===== src/rtl/mdu_sequencer.sv =====
// -----------------------------------------------------------------------------
// mdu_sequencer
// Iterative multiply/divide unit holding the architectural HI/LO registers.
// MULT/MULTU run as a shift-add sequence and DIV/DIVU as a restoring divide.
// Each operation takes one iteration per operand bit, with a PREP cycle
// before the iterations and a FIX cycle after them. MTHI/MTLO writes are
// serviced while the unit is idle.
//
// Ports
//   clk        : rising-edge clock
//   rst_n      : asynchronous active-low reset
//   start      : launch an operation (sampled only while idle)
//   op[1:0]    : 00 MULT, 01 MULTU, 10 DIV, 11 DIVU
//   a, b       : multiplicand/dividend and multiplier/divisor, captured with start
//   flush      : abort the operation in flight; blocks a start while idle
//   hi_we      : MTHI write strobe (idle only)
//   lo_we      : MTLO write strobe (idle only)
//   wdata      : MTHI/MTLO data
//   busy       : operation in PREP, ITER or FIX
//   done       : one-cycle pulse in the cycle HI/LO show a new result
//   div_zero   : pulses with done when a divide had a zero divisor
//   hi, lo     : HI and LO registers
// -----------------------------------------------------------------------------
module mdu_sequencer #(
   parameter int WIDTH = 32
) (
   input  logic             clk,
   input  logic             rst_n,
   input  logic             start,
   input  logic [1:0]       op,
   input  logic [WIDTH-1:0] a,
   input  logic [WIDTH-1:0] b,
   input  logic             flush,
   input  logic             hi_we,
   input  logic             lo_we,
   input  logic [WIDTH-1:0] wdata,
   output logic             busy,
   output logic             done,
   output logic             div_zero,
   output logic [WIDTH-1:0] hi,
   output logic [WIDTH-1:0] lo
);

   localparam int W2  = 2 * WIDTH;
   localparam int MSB = WIDTH - 1;
   localparam int CW  = (WIDTH > 2) ? $clog2(WIDTH) : 1;
   localparam logic [CW-1:0] CNT_LAST = CW'(WIDTH - 1);

   typedef enum logic [1:0] {
      ST_IDLE = 2'd0,
      ST_PREP = 2'd1,
      ST_ITER = 2'd2,
      ST_FIX  = 2'd3
   } state_t;

   state_t            state_r;
   state_t            state_s;

   // captured request
   logic [1:0]        op_r;
   logic [WIDTH-1:0]  a_r;
   logic [WIDTH-1:0]  b_r;

   // iteration datapath: mag_r is the multiplicand or the divisor magnitude;
   // acc_r holds {partial product, multiplier} or {remainder, dividend/quotient}
   logic [WIDTH-1:0]  mag_r;
   logic [W2-1:0]     acc_r;
   logic [CW-1:0]     cnt_r;
   logic              psign_r;
   logic              rsign_r;
   logic              dz_r;

   // architectural and status registers
   logic [WIDTH-1:0]  hi_r;
   logic [WIDTH-1:0]  lo_r;
   logic              busy_r;
   logic              done_r;
   logic              div_zero_r;

   // control strobes
   logic              capture_s;
   logic              prep_s;
   logic              iter_s;
   logic              fix_s;
   logic              mt_en_s;
   logic              busy_s;
   logic              done_s;
   logic              div_zero_s;

   // datapath combinational values
   logic [WIDTH:0]    mul_sum_s;
   logic [WIDTH:0]    div_trial_s;
   logic [W2-1:0]     acc_step_s;
   logic [W2-1:0]     prod_s;
   logic [WIDTH-1:0]  res_hi_s;
   logic [WIDTH-1:0]  res_lo_s;

   // Two's-complement negate of a WIDTH-bit value when neg is set.
   function automatic logic [WIDTH-1:0] cond_neg(input logic [WIDTH-1:0] x, input logic neg);
      logic [WIDTH-1:0] one;
      one = {{(WIDTH-1){1'b0}}, 1'b1};
      if (neg) begin
         return (~x) + one;
      end else begin
         return x;
      end
   endfunction

   // Two's-complement negate of a 2*WIDTH-bit value when neg is set.
   function automatic logic [W2-1:0] cond_neg_wide(input logic [W2-1:0] x, input logic neg);
      logic [W2-1:0] one;
      one = {{(W2-1){1'b0}}, 1'b1};
      if (neg) begin
         return (~x) + one;
      end else begin
         return x;
      end
   endfunction

   // Magnitude of an operand: only signed ops with the MSB set are negated.
   // The most negative value maps onto itself, read as unsigned it is correct.
   function automatic logic [WIDTH-1:0] magnitude(input logic [WIDTH-1:0] x, input logic is_signed);
      return cond_neg(x, is_signed & x[MSB]);
   endfunction

   // State register.
   always_ff @(posedge clk or negedge rst_n) begin
      if (!rst_n) begin
         state_r <= ST_IDLE;
      end else begin
         state_r <= state_s;
      end
   end

   // Next-state logic; flush returns to IDLE from any busy state.
   always_comb begin
      state_s = state_r;
      case (state_r)
         ST_IDLE: begin
            if (start && !flush) begin
               state_s = ST_PREP;
            end else begin
               state_s = ST_IDLE;
            end
         end
         ST_PREP: begin
            if (flush) begin
               state_s = ST_IDLE;
            end else if (op_r[1] && (b_r == {WIDTH{1'b0}})) begin
               state_s = ST_FIX;
            end else begin
               state_s = ST_ITER;
            end
         end
         ST_ITER: begin
            if (flush) begin
               state_s = ST_IDLE;
            end else if (cnt_r == CNT_LAST) begin
               state_s = ST_FIX;
            end else begin
               state_s = ST_ITER;
            end
         end
         ST_FIX: begin
            state_s = ST_IDLE;
         end
         default: begin
            state_s = ST_IDLE;
         end
      endcase
   end

   // Output/control decode; busy, done and div_zero are registered from these.
   always_comb begin
      capture_s  = 1'b0;
      prep_s     = 1'b0;
      iter_s     = 1'b0;
      fix_s      = 1'b0;
      mt_en_s    = 1'b0;
      case (state_r)
         ST_IDLE: begin
            capture_s = start & ~flush;
            mt_en_s   = 1'b1;
         end
         ST_PREP: begin
            prep_s = ~flush;
         end
         ST_ITER: begin
            iter_s = ~flush;
         end
         ST_FIX: begin
            fix_s = ~flush;
         end
         default: begin
            mt_en_s = 1'b0;
         end
      endcase
      busy_s     = (state_s != ST_IDLE);
      done_s     = fix_s;
      div_zero_s = fix_s & dz_r;
   end

   // One iteration step: shift-add for multiply, restoring step for divide.
   always_comb begin
      mul_sum_s   = {1'b0, acc_r[W2-1:WIDTH]}
                  + (acc_r[0] ? {1'b0, mag_r} : {(WIDTH+1){1'b0}});
      // remainder shifted left by one with the next dividend bit, minus divisor
      div_trial_s = acc_r[W2-1:WIDTH-1] - {1'b0, mag_r};
      if (op_r[1]) begin
         if (div_trial_s[WIDTH]) begin
            // trial went negative: keep the shifted remainder, quotient bit 0
            acc_step_s = {acc_r[W2-2:0], 1'b0};
         end else begin
            acc_step_s = {div_trial_s[WIDTH-1:0], acc_r[WIDTH-2:0], 1'b1};
         end
      end else begin
         acc_step_s = {mul_sum_s, acc_r[WIDTH-1:1]};
      end
   end

   // Final sign fix-up and HI/LO result selection.
   always_comb begin
      prod_s = cond_neg_wide(acc_r, psign_r);
      if (dz_r) begin
         res_hi_s = a_r;
         res_lo_s = {WIDTH{1'b1}};
      end else if (op_r[1]) begin
         res_hi_s = cond_neg(acc_r[W2-1:WIDTH], rsign_r);
         res_lo_s = cond_neg(acc_r[WIDTH-1:0], psign_r);
      end else begin
         res_hi_s = prod_s[W2-1:WIDTH];
         res_lo_s = prod_s[WIDTH-1:0];
      end
   end

   // Request capture, operand preparation and iteration datapath.
   always_ff @(posedge clk or negedge rst_n) begin
      if (!rst_n) begin
         op_r    <= 2'b00;
         a_r     <= {WIDTH{1'b0}};
         b_r     <= {WIDTH{1'b0}};
         mag_r   <= {WIDTH{1'b0}};
         acc_r   <= {W2{1'b0}};
         cnt_r   <= {CW{1'b0}};
         psign_r <= 1'b0;
         rsign_r <= 1'b0;
         dz_r    <= 1'b0;
      end else if (capture_s) begin
         op_r <= op;
         a_r  <= a;
         b_r  <= b;
      end else if (prep_s) begin
         // op_r[0] set means unsigned: magnitudes pass through, signs are 0
         mag_r   <= op_r[1] ? magnitude(b_r, ~op_r[0]) : magnitude(a_r, ~op_r[0]);
         acc_r   <= {{WIDTH{1'b0}},
                     (op_r[1] ? magnitude(a_r, ~op_r[0]) : magnitude(b_r, ~op_r[0]))};
         psign_r <= ~op_r[0] & (a_r[MSB] ^ b_r[MSB]);
         rsign_r <= ~op_r[0] & a_r[MSB];
         dz_r    <= op_r[1] & (b_r == {WIDTH{1'b0}});
         cnt_r   <= {CW{1'b0}};
      end else if (iter_s) begin
         acc_r <= acc_step_s;
         cnt_r <= cnt_r + {{(CW-1){1'b0}}, 1'b1};
      end
   end

   // HI/LO: result write in FIX, otherwise MTHI/MTLO while idle.
   always_ff @(posedge clk or negedge rst_n) begin
      if (!rst_n) begin
         hi_r <= {WIDTH{1'b0}};
         lo_r <= {WIDTH{1'b0}};
      end else if (fix_s) begin
         hi_r <= res_hi_s;
         lo_r <= res_lo_s;
      end else if (mt_en_s) begin
         if (hi_we) begin
            hi_r <= wdata;
         end
         if (lo_we) begin
            lo_r <= wdata;
         end
      end
   end

   // Registered status outputs.
   always_ff @(posedge clk or negedge rst_n) begin
      if (!rst_n) begin
         busy_r     <= 1'b0;
         done_r     <= 1'b0;
         div_zero_r <= 1'b0;
      end else begin
         busy_r     <= busy_s;
         done_r     <= done_s;
         div_zero_r <= div_zero_s;
      end
   end

   assign busy     = busy_r;
   assign done     = done_r;
   assign div_zero = div_zero_r;
   assign hi       = hi_r;
   assign lo       = lo_r;

endmodule


===== config.mk =====
export PLATFORM = sky130hd
export DESIGN_NAME = mdu_sequencer
export DESIGN_NICKNAME = d
export VERILOG_FILES = /design/src/rtl/mdu_sequencer.sv
export SDC_FILE = /design/constraint.sdc
export NUM_CORES = 1
export LEC_CHECK = 0
export CAP_MARGIN = 20
export CORE_AREA = 8 8 176 178
export DETAILED_ROUTE_END_ITERATION = 8
export DIE_AREA = 0 0 184 186
export PLACE_DENSITY_LB_ADDON = 0.15
export SLEW_MARGIN = 20
export SYNTH_ARGS = -nofsm -noshare
export SYNTH_HDL_FRONTEND = slang
export SYNTH_SLANG_ARGS = --single-unit

===== constraint.sdc =====
create_clock -name clk -period 8.9 [get_ports clk]
set_input_delay 0.89 -clock clk [delete_from_list [all_inputs] [get_ports clk]]
set_output_delay 0.89 -clock clk [all_outputs]
set_load 0.005 [all_outputs]

Word level (Yosys, flattened, before mapping) --
Cells that the tools add are included.
Word-level totals: output and inout bits 67, register bits 239, bits of input ports 104, logic and storage cells 91
Operators by class: bitwise operators 15, eq/ne operators 4, reductions and logical operators 14, add/sub/neg operators 8, multiplexer cells 35
Operators by type and width (number):
- $mux 32 | 17
- $mux 64 | 5
- $add 32x1->32 const B | 4
- $not 32->32 | 4
- $add 64x1->64 const B | 1
- $not 64->64 | 1
- $add 32x32->33 | 1
- $sub 33x32->33 | 1
- $logic_not 32->1 | 1
- $mux 5 | 2
- $reduce_bool 2->1 | 5
- $mux 1 | 8
- $pmux 2 s4 | 1
- $reduce_and 2->1 | 4
- $and 1x1->1 | 6
- $add 5x1->5 const B | 1
- $eq 5x5->1 const B | 1
- $eq 2x2->1 const B | 2
- $mux 2 | 2
- $not 1->1 | 3
- $eq 2x1->1 const B | 1
- $logic_and 1x1->1 | 2
- $logic_not 2->1 | 1
- $logic_not 1->1 | 1
- $xor 1x1->1 | 1

Longest topological paths before layout --
Gate-level depths: netlist of the first run.
depth after elaboration 6, depth in mapped cells 14, depth with buffers taken out 13

Least setup slack after synthesis of the first run --
Ideal clock, no wire load.
kind register to register, from register acc_r[58], to register acc_r[56], setup time 136 ps, slack 5841 ps, path buffers 2, arrival 2923 ps, required time 8764 ps, period minus slack after synthesis 3059 ps, cell stages (with the launch flop) 11, cells stage by stage dfrtp_1 -> ha_1 -> a21oi_1 -> o21ai_0 -> a221o_1 -> or4_1 -> and3_1 -> buf_2 -> clkbuf_1 -> a2111oi_0 -> nor3_1
Between the ends: longest elaborated chain between the ends 5
RTL lines:
- start, declared | line 67 | logic [W2-1:0] acc_r;
- start signal, assigned | line 243 | acc_r <= {W2{1'b0}};
- start signal, assigned | line 255 | acc_r <= {{WIDTH{1'b0}},
- start signal, assigned | line 262 | acc_r <= acc_step_s;
- $sub 33x32->33 | line 208 | div_trial_s = acc_r[W2-1:WIDTH-1] - {1'b0, mag_r};
- $mux 64 | line 210 | if (div_trial_s[WIDTH]) begin
- $mux 64 | line 209 | if (op_r[1]) begin
- $mux 64 | line 261 | end else if (iter_s) begin
- $mux 64 | line 252 | end else if (prep_s) begin
No other way between the ends. The select of a mux whose other input is x is not followed. A chain may end at the register's enable or synchronous reset.

Worst setup path in the final report of the first run --
from register acc_r[44], to register acc_r[62]
Between the ends: longest elaborated chain between the ends 5, elaborated cells on any way between the ends 6, classes of those cells 2 x add/sub; 4 x mux
RTL lines (line):
- $sub 33x32->33 | 208
- $mux 64 | 210
- $mux 64 * | 209
- $mux 64 * | 261
- $mux 64 * | 252
Mark *: on every way between the ends. The rest lies on a longest branch, timed or not. The select of a mux whose other input is x is not followed.

==> flow_summary_export.csv, run 1 <==
group,metric,value,unit
timing,finalSetupViolCount,0,
yosys,yosysWarnings,0,
timing,relSlewSlack,0.288,
pwr,power_density,358,nW/um^2
clock_tree,clk_latency,0.57,ns
critical_path,critPathKind,"reg -> reg",
critical_path,critPathMaxFanout,53,
yosys,synthesis.nets,2294,
placed_design,dpl.hpwl,47.8,mm
drt,drtIter0Drc,2461,
floorplan,io_pins,171,
timing,finalCritPeriodShare,0.459,
drt,wl_per_cell,24.8,microns
cells_and_area,layout_common_cells,"dfrtp_1, nand2_1, o21ai_0",
cells_and_area,syn_to_final_growth,15.2,%
drt,routed_wl,64.4,mm
clock_tree,cts_sinks,239,
timing,max_freq,245,MHz
critical_path,crit_path_start_kind,"flip-flop",
pwr,p_sw_frac,0.496,
critical_path,slowest_delay,0.71,ns
clock_tree,root_buffer,"clkbuf_16",
drt,vias_per_cell,6.86,
critical_path,timing.rr.end,"acc_r[62]$_DFFE_PN0P_",
critical_path,reg2reg_from,"acc_r[44]$_DFFE_PN0P_",
timing,worstMarginPinSlew,1.06,ns
grt,grt_usage,0.369,
drt,routed-via-count,17800,
clock_tree,h-tree-depth,1,
critical_path,crit_top_cell,"a21oi_1",
yosys,yosysSeqAreaShare,0.337,
floorplan,start_util,0.629,
yosys,synth_area,17800,sq um
critical_path,arrival,4.58,ns
cells_and_area,n_antenna_cell,0,
timing,fin_ws,4.82,ns
run,drv_cap,0,
pwr,peakVddDrop,0.284,mV
critical_path,crit_chain,"ha_1, a21oi_1, o21ai_0, a32oi_1, a21oi_1, or4_1, and3_2, buf_4, nor4b_1, o221a_2",
yosys,synthFlopType,"dfrtp_1",
drt,drc,0,
cells_and_area,final_cell_area,20500,sq um
pwr,p_seq_frac,0.283,
floorplan,die-area,34200,sq um
placed_design,place.gp.congestion,1.07,
floorplan,die_w,184,microns
floorplan,rows,62,
critical_path,end_kind,"flip-flop",
cells_and_area,final_common_cell,"dfrtp_1",
yosys,synth_edf_count,0,
placed_design,dpl_cell_area,19600,sq um
placed_design,port_buffers,170,
pwr,p_int,3.69,mW
pwr,leakagePower,8.50,nW
timing,drv_slew,0,
min_path,hold_path_class,"in -> async",
grt,grt_max_degree,99,
yosys,ys_ff_latch,239,
placed_design,post-place-ws,4.91,ns
clock_tree,cts_setup_buffers,0,
pwr,power_frac_comb,0.563,
pwr,p_switching,3.64,mW
grt,grt_pass1_wl,98.1,mm
critical_path,worstPathRequired,9.39,ns
yosys,synthCells,2118,
yosys,avgSynthCellArea,8.38,sq um
clock_tree,clk_pin_slew,0.06,ns
floorplan,core-area,28200,sq um
clock_tree,cts-resized-gates,0,
grt,grt_overflow,0,
drt,antenna_left,0,
timing,fin_tns_setup,0,ns
timing,period_minus_slack,4.08,ns
drt,dr.pass1.iters,6,
critical_path,rrSetupSlack,4.82,ns
outcome,status,"finished, final reports clean",
timing,fin_worst_skew,0.0196,ns
cells_and_area,nets,2368,
pwr,pwr-share-clk,0.154,
critical_path,r2r_cells,10,
clock_tree,cts_buffers,27,
clock_tree,tritoncts,"yes",
floorplan,die_y,186,microns
grt,antenna_found_initial,1,
timing,hold_viol,0,
clock_tree,ctsLongestPathBuffers,3,
yosys,async_reset_ff_frac,1.00,
timing,rsz0062_at_grt,"false",
yosys,synth_cell_types,79,
clock_tree,hold_buffers,0,
cells_and_area,drive_gt1_frac,0.0764,
grt,grt_pass1_vias,16900,
critical_path,critical_path.slowest_cell,"dfrtp_1",
==> cells in the mapped netlist (10+ instances only) <==
master    instances  share of area
a21o_1           24          0.010
a21oi_1         170          0.048
a221oi_1         13         0.0064
a22o_1           10         0.0049
a22oi_1          13         0.0055
a31oi_1          21         0.0074
a32oi_1          31          0.015
and3_1           10         0.0035
buf_1            12         0.0025
clkbuf_1        131          0.028
dfrtp_1         239           0.34
ha_1             70          0.049
inv_1            64          0.014
mux2_2           75          0.048
mux2i_1          58          0.033
nand2_1         234          0.049
nand2b_1         29          0.010
nand3_1          28         0.0079
nand3b_1         13         0.0055
nand4_1          10         0.0035
nor2_1          173          0.037
nor2b_1          11         0.0039
nor3_1           47          0.013
nor4_1           23         0.0081
o211ai_1         39          0.016
o21ai_0         175          0.049
o21ai_1          15         0.0042
o221ai_1         16         0.0079
o31ai_1          23         0.0097
o41ai_1          12         0.0059
or3_1            19         0.0067
or4_1            21         0.0089
xnor2_1          75          0.037
xor2_1           93          0.046
==> metrics by stage <==
step	total power [mW]	utilization	std cells	hold WS, ns
CTS	7.15	0.724	2594	0.401
floorplan	4.66	-	2118	0.450
global placement	5.94	0.693	2546	0.463
detailed placement	6.01	0.693	2546	0.465
global route	7.71	0.725	2595	0.413
finish	7.32	0.725	2595	0.362
==> area by class of cell <==
type / instances / area, sq um
tap: 384 / 480
clock buffer: 38 / 747
timing repair buffer: 191 / 1880
multi-input combinational: 1667 / 11000
sequential: 239 / 5980
fill: 2175 / 7770
clock inverter: 10 / 123
inverter: 66 / 248
==> sequential cells by signal, summed over array words and instances (netlist names), 2 cells and up <==
signal / count
mag_r: 32
a_r: 32
cnt_r: 5
b_r: 32
acc_r: 64
hi: 32
state_r: 2
lo: 32
op_r: 2
==> cell families after synthesis <==
group / Yosys count / synth area share
multiplexers: 135 / 0.0828
flip-flops: 239 / 0.337
AO/OA/AOI/OAI: 642 / 0.228
AND/OR/NAND/NOR: 650 / 0.172
XOR/XNOR: 168 / 0.0829
buffers and inverters: 212 / 0.0454
adder cells (fa/ha/maj): 72 / 0.0516
==> power groups by stage <==
| stage | sequential, mW | clock [mW] | combinational [mW] |
|---|---|---|---|
| after floorplan | 1.72 | 0 | 2.94 |
| after global placement | 2.02 | 0 | 3.91 |
| after detailed placement | 2.04 | 0 | 3.97 |
| after CTS | 2.03 | 1.12 | 4.00 |
| after global routing | 2.09 | 1.16 | 4.46 |
| final | 2.07 | 1.13 | 4.12 |
==> critical path, delay by kind of cell, from the launching register on <==
kind | cells | cell delay, ns
AOI/OAI and AO/OA | 5 | 1.39
adders and majority gates | 1 | 0.39
buffers and inverters | 1 | 0.31
DFF | 1 | 0.71
and+or+nand+nor | 3 | 1.19
==> routing by layer <==
metal / vias up / part of all wire / track usage
li1: 7870 / - / -
met1: 8519 / 0.39 / 0.480
met2: 1177 / 0.42 / 0.553
met3: 240 / 0.13 / 0.0990
met4: 2 / 0.063 / 0.201
met5: - / 0.00017 / 0
==> worst max-delay path by stage <==
stage | startpoint | to | slack (ns)
after detailed placement | flush | acc_r[30]$_DFFE_PN0P_ | 4.91
final | acc_r[44]$_DFFE_PN0P_ | acc_r[62]$_DFFE_PN0P_ | 4.82
after global placement | flush | acc_r[30]$_DFFE_PN0P_ | 5.02
after CTS | acc_r[0]$_DFFE_PN0P_ | acc_r[63]$_DFFE_PN0P_ | 4.80
after global routing | acc_r[34]$_DFFE_PN0P_ | acc_r[63]$_DFFE_PN0P_ | 4.59
after floorplan | acc_r[58]$_DFFE_PN0P_ | acc_r[56]$_DFFE_PN0P_ | 5.84
No activity file was read; power rests on OpenSTA's default activity.
==> run 2, diff against run 1 <==
--- a/config.mk
+++ b/config.mk
@@ -6,9 +6,9 @@
 export NUM_CORES = 1
 export LEC_CHECK = 0
 export CAP_MARGIN = 20
-export CORE_AREA = 8 8 176 178
+export CORE_AREA = 8 8 183 185
 export DETAILED_ROUTE_END_ITERATION = 8
-export DIE_AREA = 0 0 184 186
+export DIE_AREA = 0 0 191 193
 export PLACE_DENSITY_LB_ADDON = 0.15
 export SLEW_MARGIN = 20
 export SYNTH_ARGS = -nofsm -noshare
==> constraint.sdc (replaced) <==
create_clock -name clk -period 4 [get_ports clk]
set_input_delay 0.4 -clock clk [delete_from_list [all_inputs] [get_ports clk]]
set_output_delay 0.4 -clock clk [all_outputs]
set_load 0.005 [all_outputs]
==> flow_summary_export.csv, run 2 (same netlist as run 1, synthesis figures left out) <==
group,metric,value,unit
timing,relSlewSlack,0.356,
timing,finalSetupViolCount,0,
drt,m1WireLength,26.8,mm
drt,routed-via-count,18000,
clock_tree,cts_sinks,239,
timing,rsz0062_at_grt,"false",
critical_path,rrSetupSlack,0.33,ns
pwr,power_frac_comb,0.598,
cells_and_area,largest_register_ffs,64,
outcome,status,"finished, final reports clean",
pwr,peakVddDrop,0.650,mV
floorplan,start_util,0.576,
run,drv_cap,0,
cells_and_area,regMostFlops,"acc_r",
floorplan,die_y,193,microns
critical_path,critPathKind,"reg -> reg",
clock_tree,clk_latency,0.57,ns
grt,grt_usage,0.351,
cells_and_area,final_common_cell,"dfrtp_1",
clock_tree,tritoncts,"yes",
drt,dr.pass1.iters,6,
clock_tree,cts-resized-gates,0,
grt,antenna_found_initial,2,
critical_path,crit_path_start_kind,"flip-flop",
clock_tree,h-tree-depth,1,
clock_tree,ctsLongestPathBuffers,3,
placed_design,dpl.hpwl,50.2,mm
critical_path,arrival,4.12,ns
cells_and_area,regArea,5980,sq um
timing,hold_viol,0,
timing,fin_worst_skew,0.0277,ns
min_path,hold_path_class,"in -> reg",
grt,grt_pass1_wl,101,mm
critical_path,end_kind,"flip-flop",
pwr,leakagePower,8.86,nW
drt,vias_per_cell,6.72,
floorplan,die-area,36900,sq um
drt,antenna_left,0,
placed_design,port_buffers,170,
pwr,power_density,796,nW/um^2
cells_and_area,nets,2437,
clock_tree,clk_pin_slew,0.06,ns
clock_tree,cts_buffers,28,
clock_tree,root_buffer,"clkbuf_16",
critical_path,reg2reg_from,"acc_r[32]$_DFFE_PN0P_",
critical_path,r2r_cells,11,
pwr,pwr-share-clk,0.152,
pwr,p_sw_frac,0.486,
critical_path,worstPathRequired,4.45,ns
drt,wl_met2,27.7,mm
timing,worstMarginPinSlew,0.966,ns
min_path,holdPathStages,3,
drt,wl_per_cell,24.6,microns
floorplan,die_w,191,microns
drt,highest_layer,"met4",
cells_and_area,multi_input_area,11000,sq um
timing,finalCritPeriodShare,0.918,
drt,drc,0,
timing,drv_slew,0,
floorplan,rows,65,
grt,grt_pass1_vias,17100,
cells_and_area,drive_gt1_frac,0.104,
floorplan,core-area,30800,sq um
floorplan,io_pins,171,
timing,fin_tns_setup,0,ns
cells_and_area,nFillCells,2557,
cells_and_area,layout_common_cells,"dfrtp_1, nand2_1, o21ai_0",
grt,grt_overflow,0,
pwr,p_switching,8.16,mW
drt,met3_length,7.69,mm
drt,routed_wl,66.0,mm
drt,drtIter0Drc,2259,
critical_path,critPathMaxFanout,9,
timing,max_freq,272,MHz
timing,period_minus_slack,3.67,ns
placed_design,place.gp.congestion,1.07,
cells_and_area,syn_to_final_growth,18.6,%
critical_path,crit_end,"acc_r[63]$_DFFE_PN0P_",
grt,grt_max_degree,126,
pwr,p_int,8.62,mW
critical_path,timing.rr.end,"acc_r[63]$_DFFE_PN0P_",
critical_path,crit_start,"acc_r[32]$_DFFE_PN0P_",
pwr,p_seq_frac,0.250,
pwr,finalPower,16.8,mW
run 2: metal layers:
layer | global-route usage | up-vias
met5 | 0 | -
met4 | 0.174 | 0
met3 | 0.0701 | 203
met2 | 0.519 | 1164
met1 | 0.485 | 8685
li1 | - | 7976
run 2: repair_timing:
item | 4_1_cts | 5_1_grt
setup endpoints to repair | 0 | 0
hold buffers | 1 | 0
endpoints found under the hold margin | 11 | 0
buffers inserted | 0 | 0
run 2: how the worst min path moves through the flow:
stage          slack (ns)                     to             startpoint
2_1_floorplan        0.10     a_r[0]$_DFFE_PN0P_                  rst_n
3_3_place_gp         0.47  mag_r[19]$_DFFE_PN0P_  mag_r[19]$_DFFE_PN0P_
3_5_place_dp         0.48   mag_r[2]$_DFFE_PN0P_   mag_r[2]$_DFFE_PN0P_
4_1_cts              0.39     b_r[0]$_DFFE_PN0P_                   b[0]
5_1_grt              0.44     b_r[1]$_DFFE_PN0P_                   b[1]
6_report             0.40    op_r[1]$_DFFE_PN0P_                  op[1]
run 2: cell type report:
type / instances / area share
clock inverter: 10 / 0.00552
timing repair buffer: 259 / 0.116
multi-input combinational: 1667 / 0.522
inverter: 66 / 0.0118
tap: 402 / 0.0239
clock buffer: 39 / 0.0371
sequential: 239 / 0.284
antenna: 1 / 0.000119
run 2: worst max-delay path: stages (launching register included):
cell	delay (ns)
dfrtp_1	0.53
ha_1	0.30
nor2b_1	0.14
o31a_1	0.25
o21ai_0	0.32
a2111oi_0	0.17
buf_4	0.17
o21ai_0	0.63
o21ai_0	0.26
o31a_1	0.32
o31a_1	0.27
nor4_1	0.18
run 2: power groups by stage:
stage / sequential [mW] / clock, mW / combinational [mW]
6_report: 4.20 / 2.54 / 10.0
3_3_place_gp: 4.14 / 0 / 9.56
3_5_place_dp: 4.18 / 0 / 9.66
2_1_floorplan: 3.83 / 0 / 6.54
4_1_cts: 4.14 / 2.55 / 9.71
5_1_grt: 4.26 / 2.65 / 10.8
run 2: per-stage QoR:
step | cells | setup WS [ns] | util | cell area, sq um | hold WS (ns)
3_5_place_dp | 2631 | 0.469 | 0.653 | 20100 | 0.475
6_report | 2683 | 0.329 | 0.684 | 21100 | 0.402
2_1_floorplan | 2118 | 0.941 | - | 17800 | 0.104
3_3_place_gp | 2631 | 0.524 | 0.653 | 20100 | 0.467
4_1_cts | 2681 | 0.424 | 0.683 | 21000 | 0.388
5_1_grt | 2682 | 0.00524 | 0.683 | 21100 | 0.436
